$ cat config.mk
export PLATFORM = sky130hd
export DESIGN_NAME = axis_negator_sat
export DESIGN_NICKNAME = d
export VERILOG_FILES = /design/src/rtl/axis_negator_sat.sv
export SDC_FILE = /design/constraint.sdc
export NUM_CORES = 1
export LEC_CHECK = 0
export ABC_CLOCK_PERIOD_IN_PS = 4200
export CORE_ASPECT_RATIO = 1.5
export CORE_MARGIN = 3
export CORE_UTILIZATION = 45
export DETAILED_ROUTE_END_ITERATION = 10
export HOLD_SLACK_MARGIN = 0.15
export PLACE_DENSITY = 0.74
export SLEW_MARGIN = 20
export SYNTH_ARGS = -nofsm -noshare
export SYNTH_HDL_FRONTEND = slang
export SYNTH_SLANG_ARGS = --single-unit
$ cat constraint.sdc
create_clock -name aclk -period 4.2 [get_ports aclk]
set_input_delay 1.26 -clock aclk [delete_from_list [all_inputs] [get_ports aclk]]
set_output_delay 1.26 -clock aclk [all_outputs]
set_load 0.02 [all_outputs]
$ cat src/rtl/axis_negator_sat.sv
// AXI4-Stream per-channel negation stage with optional saturation of the most-negative
// input, a registered output slot backed by a one-entry skid register, and an overflow counter.
module axis_negator_sat #(
    parameter int unsigned CHANNEL_WIDTH = 16,
    parameter int unsigned CHANNELS      = 2,
    parameter bit          SATURATE      = 1'b1
) (
    input  logic                              aclk,
    input  logic                              areset,
    input  logic [CHANNELS-1:0]               cfg_data,
    output logic                              s_axis_tready,
    input  logic [CHANNELS*CHANNEL_WIDTH-1:0] s_axis_tdata,
    input  logic                              s_axis_tvalid,
    input  logic                              m_axis_tready,
    output logic [CHANNELS*CHANNEL_WIDTH-1:0] m_axis_tdata,
    output logic                              m_axis_tvalid,
    output logic [31:0]                       sts_data
);

    localparam int unsigned W  = CHANNEL_WIDTH;
    localparam int unsigned DW = CHANNELS * CHANNEL_WIDTH;
    localparam logic [W-1:0] MOST_NEG = {1'b1, {(W-1){1'b0}}};
    localparam logic [W-1:0] MOST_POS = ~MOST_NEG;

    logic [DW-1:0]       proc_data;
    logic [CHANNELS-1:0] ovf;
    logic                ovf_any;
    logic                accept;

    logic [DW-1:0] out_data_q, out_data_d;
    logic          out_valid_q, out_valid_d;
    logic [DW-1:0] skid_data_q, skid_data_d;
    logic          skid_valid_q, skid_valid_d;
    logic          ready_q;
    logic [31:0]   sts_q, sts_d;

    assign accept        = s_axis_tvalid & ready_q;
    assign ovf_any       = |ovf;
    assign s_axis_tready = ready_q;
    assign m_axis_tdata  = out_data_q;
    assign m_axis_tvalid = out_valid_q;
    assign sts_data      = sts_q;

    // Negation is done at W+1 bits so -(-2^(W-1)) is representable before it is clipped.
    always_comb begin
        logic [W-1:0] x;
        logic [W:0]   neg;
        proc_data = '0;
        ovf       = '0;
        x         = '0;
        neg       = '0;
        for (int unsigned i = 0; i < CHANNELS; i++) begin
            x   = s_axis_tdata[i*W +: W];
            neg = (W+1)'(0) - {x[W-1], x};
            if (cfg_data[i] && (x == MOST_NEG)) begin
                ovf[i] = 1'b1;
                proc_data[i*W +: W] = SATURATE ? MOST_POS : x;
            end else if (cfg_data[i]) begin
                proc_data[i*W +: W] = neg[W-1:0];
            end else begin
                proc_data[i*W +: W] = x;
            end
        end
    end

    // Input ready is ~skid_valid, so an accept never coincides with a full skid.
    always_comb begin
        out_data_d   = out_data_q;
        out_valid_d  = out_valid_q;
        skid_data_d  = skid_data_q;
        skid_valid_d = skid_valid_q;
        sts_d        = sts_q;
        if (!out_valid_q || m_axis_tready) begin
            if (skid_valid_q) begin
                out_data_d   = skid_data_q;
                out_valid_d  = 1'b1;
                skid_valid_d = 1'b0;
            end else if (accept) begin
                out_data_d  = proc_data;
                out_valid_d = 1'b1;
            end else begin
                out_valid_d = 1'b0;
            end
        end else if (accept) begin
            skid_data_d  = proc_data;
            skid_valid_d = 1'b1;
        end
        if (accept && ovf_any && (sts_q != '1)) begin
            sts_d = sts_q + 32'd1;
        end
    end

    always_ff @(posedge aclk) begin
        if (areset) begin
            out_data_q   <= '0;
            out_valid_q  <= 1'b0;
            skid_data_q  <= '0;
            skid_valid_q <= 1'b0;
            ready_q      <= 1'b0;
            sts_q        <= '0;
        end else begin
            out_data_q   <= out_data_d;
            out_valid_q  <= out_valid_d;
            skid_data_q  <= skid_data_d;
            skid_valid_q <= skid_valid_d;
            ready_q      <= ~skid_valid_d;
            sts_q        <= sts_d;
        end
    end

endmodule
## After elaboration in Yosys (flattened, before gate mapping)

Index checks and enable logic that the tools add are counted.

- Flip-flop bits (word level): 99
- Input port bits: 38
- Output and inout bits: 66
- Word-level logic and storage cells: 37

- Add/sub/neg operators: 3
- Equal/unequal tests: 3
- Mux-type cells: 12
- Bitwise gates (word level): 3
- Reductions and logical operators: 10

Operators by type and width:

| operator | count |
|---|---|
| $mux W16 | 4 |
| $mux W32 | 2 |
| $add A32 B1 Y32 const B | 1 |
| $eq A16 B16 Y1 const B | 2 |
| $ne A32 B32 Y1 const B | 1 |
| $sub A1 B16 Y16 const A | 2 |
| $mux W1 | 6 |
| $logic_and A1 B1 Y1 | 4 |
| $reduce_and A2 Y1 | 2 |
| $not A1 Y1 | 2 |
| $reduce_bool A2 Y1 | 1 |
| $reduce_or A2 Y1 | 1 |
| $and A1 B1 Y1 | 1 |
| $logic_not A1 Y1 | 1 |
| $logic_or A1 B1 Y1 | 1 |

## Longest topological paths before layout

- Depth in word-level cells: 6
- Gate-level depth with buffers: 10
- Mapped depth without buffers: 8

## Worst setup path after synthesis

OpenSTA, ideal clock, no wires.

- Kind: input to register
- Start: input port s_axis_tdata[16]
- End: register sts_q[9], in the netlist sts_data[9]
- Library setup time: 121 ps
- Arrival: 3292 ps
- Data required time: 4079 ps
- Path slack: 787 ps
- Stages: 9
- Path buffers: 1
- Cells stage by stage: inv_1 > ha_1 > or4b_4 > or3_2 > o32ai_4 > o21ai_2 > buf_6 > nor3_1 > mux2_2

- Longest elaborated chain between the ends: 6

Ends and longest elaborated chain:

| what | RTL line | source |
|---|---|---|
| start: declaration | 12 | `input logic [CHANNELS*CHANNEL_WIDTH-1:0] s_axis_tdata,` |
| $eq A16 B16 Y1 | 55 | `if (cfg_data[i] && (x == MOST_NEG)) begin` |
| $logic_and A1 B1 Y1 | 55 |  |
| $mux W1 | 55 |  |
| $reduce_or A2 Y1 | 38 | `assign ovf_any = \|ovf;` |
| $logic_and A1 B1 Y1 (2 in series) | 88 | `if (accept && ovf_any && (sts_q != '1)) begin` |
| end signal: assignment | 107 | `sts_q <= sts_d;` |
| end: declaration | 35 | `logic [31:0] sts_q, sts_d;` |

Every way passes these cells.
A chain may end at the register's enable or synchronous reset.

## Worst setup path in the final report

- Start: input port s_axis_tdata[16]
- End: register sts_q[6], in the netlist sts_data[6]

The elaborated chain is that of the path after synthesis.

==> flow_summary.yaml <==
run_status:
  status: "finished clean"
clock_network:
  cts_resized: 0
  ctsRootBufferMaster: "clkbuf_16"
  clock_path_buffers: 2
  clk_latency_ns: 0.34
  htree_num_levels: 3
  numCtsBuffers: 9
  path_clk_slew_ns: 0.07
  hold_buffers: 0
  cts_tree: "done"
  postCtsSetupBuffers: 0
  cts.sinks: 99
timing:
  fmax_ghz: 0.263
  rsz0062_at_grt: "no"
  skew_ns: 0.00834
  finalHoldViolations: 0
  setup-violations-final: 0
  worst_slew_pin_slew_ns: 0.872
  fin_crit_ns: 3.80
  finalMaxSlewViolations: 0
  slew_headroom_pct: 41.8
  final.setup.tns_ns: 0
  min_period_over_period_pct: 90.6
  hold-worst-slack_ns: 0.449
layout:
  final_cell_mix: "clkdlybuf4s50_1 (102), dfxtp_1 (99), nor2_1 (70)"
  syn_to_final_growth_pct: 25.8
  final_core_util_pct: 58.5
  fillCellCount: 997
  nNetsFinal: 741
  final_common_cell: "clkdlybuf4s50_1"
  finalNonFillerCells: 852
  final_layout_size_suffix_gt1_share_pct: 8.23
  diodes: 0
yosys:
  netlist_area_um2: 5170
  yosys_most_used_dff: "dfxtp_1"
  yosys_warnings: 0
  async_flop_share_pct: 0
  seq_area_frac_synth_pct: 38.3
  syn-instance-count: 616
  synth_edf_count: 0
  yosysUniqueCellTypes: 65
  synth_seq_cells: 99
  synthesis.nets: 657
  syn_area_per_cell_um2: 8.39
detailed_routing:
  dr.pass1.iters: 6
  wl_mm: 14.0
  routedWlPerCell_um: 16.4
  vias: 4880
  viasPerCell: 5.73
  antenna_left: 0
  drt_first_iter_violations: 204
  drc_errors: 0
power:
  leakagePower_nw: 2.21
  clockPowerShare_pct: 37.7
  p_sw_mw: 0.528
  finalPower_mw: 2.02
  power-per-cell-area_nw_per_um2: 311
  pwr-share-seq_pct: 48.4
  p_sw_share_pct: 26.1
  p_int_mw: 1.49
  vdd_ir_drop_max_uv: 212
  p_comb_share_pct: 13.9
critical_path:
  critPathKind: "in2reg"
  crit_required_ns: 4.48
  cp_max_fo: 20
  arrival_ns: 4.08
  worst_setup_path_start_kind: "primary input"
  cp-end-kind: "register"
placed_design:
  dp_hpwl_mm: 10.1
  place_congestion: 0.865
  dp_cells: 836
  portBuffers: 103
global_route:
  antenna_found_initial: 0
  grt_overflow: 0
  grt_max_degree: 66
  grt_pass1_vias: 4673
  grtUsageTotal_pct: 21.6
  grt_pass1_wl_mm: 22.4
floorplanning:
  core_area_um2: 11100
  die_area_um2: 12800
  rows: 47
  die_width_um: 93.5
  start_util_pct: 46.5
  die_y_um: 137
  io_pins: 104
run:
  cap_viol_max_count: 0
hold_path:
  hold_class: "reg2reg"
[layer usage]
metal / vias to the layer above / wire length, um / track usage [%] / share of wire [%]
li1: 2432 / - / - / -
met1: 2274 / 5740 / 24.7 / 41
met2: 145 / 7280 / 38.8 / 52
met3: 29 / 641 / 4.86 / 4.6
met4: 0 / 342 / 8.48 / 2.4
met5: - / 0 / 0 / 0
[registers in the layout, summed over array words and instances (netlist names)]
signal	count
m_axis_tdata	32
skid_data_q	32
skid_valid_q	1
s_axis_tready	1
m_axis_tvalid	1
sts_data	32
[final timing paths]
kind	start	end	slack, ns	cells after the start
min reg2reg	m_axis_tdata[0]	m_axis_tdata[0]	0.45	2
min	m_axis_tdata[0]	m_axis_tdata[0]	0.45	2
max reg2reg	sts_data[5]	sts_data[27]	1.37	6
max	s_axis_tdata[16]	sts_data[6]	0.40	9
[cells by family (layout without fill, tap and decap cells)]
logic type                 count (synthesis)  count (layout)  synth area share [%]
AOI/OAI and AO/OA                        158             158                  22.3
xor gates and xnor gates                  37              37                  6.27
adders and majority gates                  3               3                 0.726
buffers and inverters                     58             147                  6.15
DFF                                       99              99                  38.3
muxes                                      7               7                  1.45
and+or+nand+nor                          254             254                  24.8
[cells in the mapped netlist, drive strengths merged (4+ instances only)]
cell type / count / area [um2]
a21oi: 40 / 200
o41ai: 8 / 70.1
mux2: 4 / 45.0
nor3: 29 / 145
xnor2: 12 / 105
nor2: 71 / 267
nand3: 31 / 155
a32o: 4 / 40.0
a211oi: 6 / 45.0
nor2b: 6 / 37.5
o21ai: 22 / 114
or2: 5 / 31.3
clkbuf: 32 / 130
inv: 14 / 52.6
o211a: 4 / 40.0
a311oi: 21 / 184
nand4: 9 / 56.3
nand2: 46 / 175
buf: 7 / 47.6
o211ai: 12 / 90.1
and2: 7 / 43.8
nor4: 5 / 31.3
and4: 4 / 36.3
xor2: 25 / 219
or3: 20 / 134
dfxtp: 99 / 1980
o31ai: 14 / 105
or4: 13 / 101
[metrics by stage]
step                      worst slack (ns)  instance area (um2)
after floorplan                      0.787                 5170
after global placement               0.103                 6230
after detailed placement            0.0692                 6230
after CTS                            0.407                 6500
after global routing                 0.265                 6500
final                                0.397                 6500
[layout make-up]
class                           instances  area, um2  share of cell area (%)
Clock buffer                           10        229                    3.52
Clock inverter                          6       41.3                   0.635
Inverter                               15       56.3                   0.866
Multi-Input combinational cell        459       2880                    44.2
Sequential cell                        99       1980                    30.5
Tap cell                              147        184                    2.83
Timing Repair Buffer                  116       1140                    17.5
[power by group through the flow]
| stage | clock network (mW) | registers [mW] | logic [mW] |
|---|---|---|---|
| 3_5_place_dp | 0 | 1.00 | 0.280 |
| 5_1_grt | 0.818 | 0.980 | 0.304 |
| 2_1_floorplan | 0 | 1.02 | 0.134 |
| 3_3_place_gp | 0 | 0.999 | 0.275 |
| 6_report | 0.761 | 0.978 | 0.281 |
| 4_1_cts | 0.774 | 0.978 | 0.281 |
[worst max-delay path, cell delays in order]
cell             delay (ns)
clkdlybuf4s50_1        0.43
inv_1                  0.11
ha_1                   0.18
or4b_4                 0.52
or3_2                  0.50
o32ai_4                0.15
o21ai_2                0.25
or4_1                  0.54
a21oi_1                0.15
Note: power is estimated with default switching activity, not from simulation.
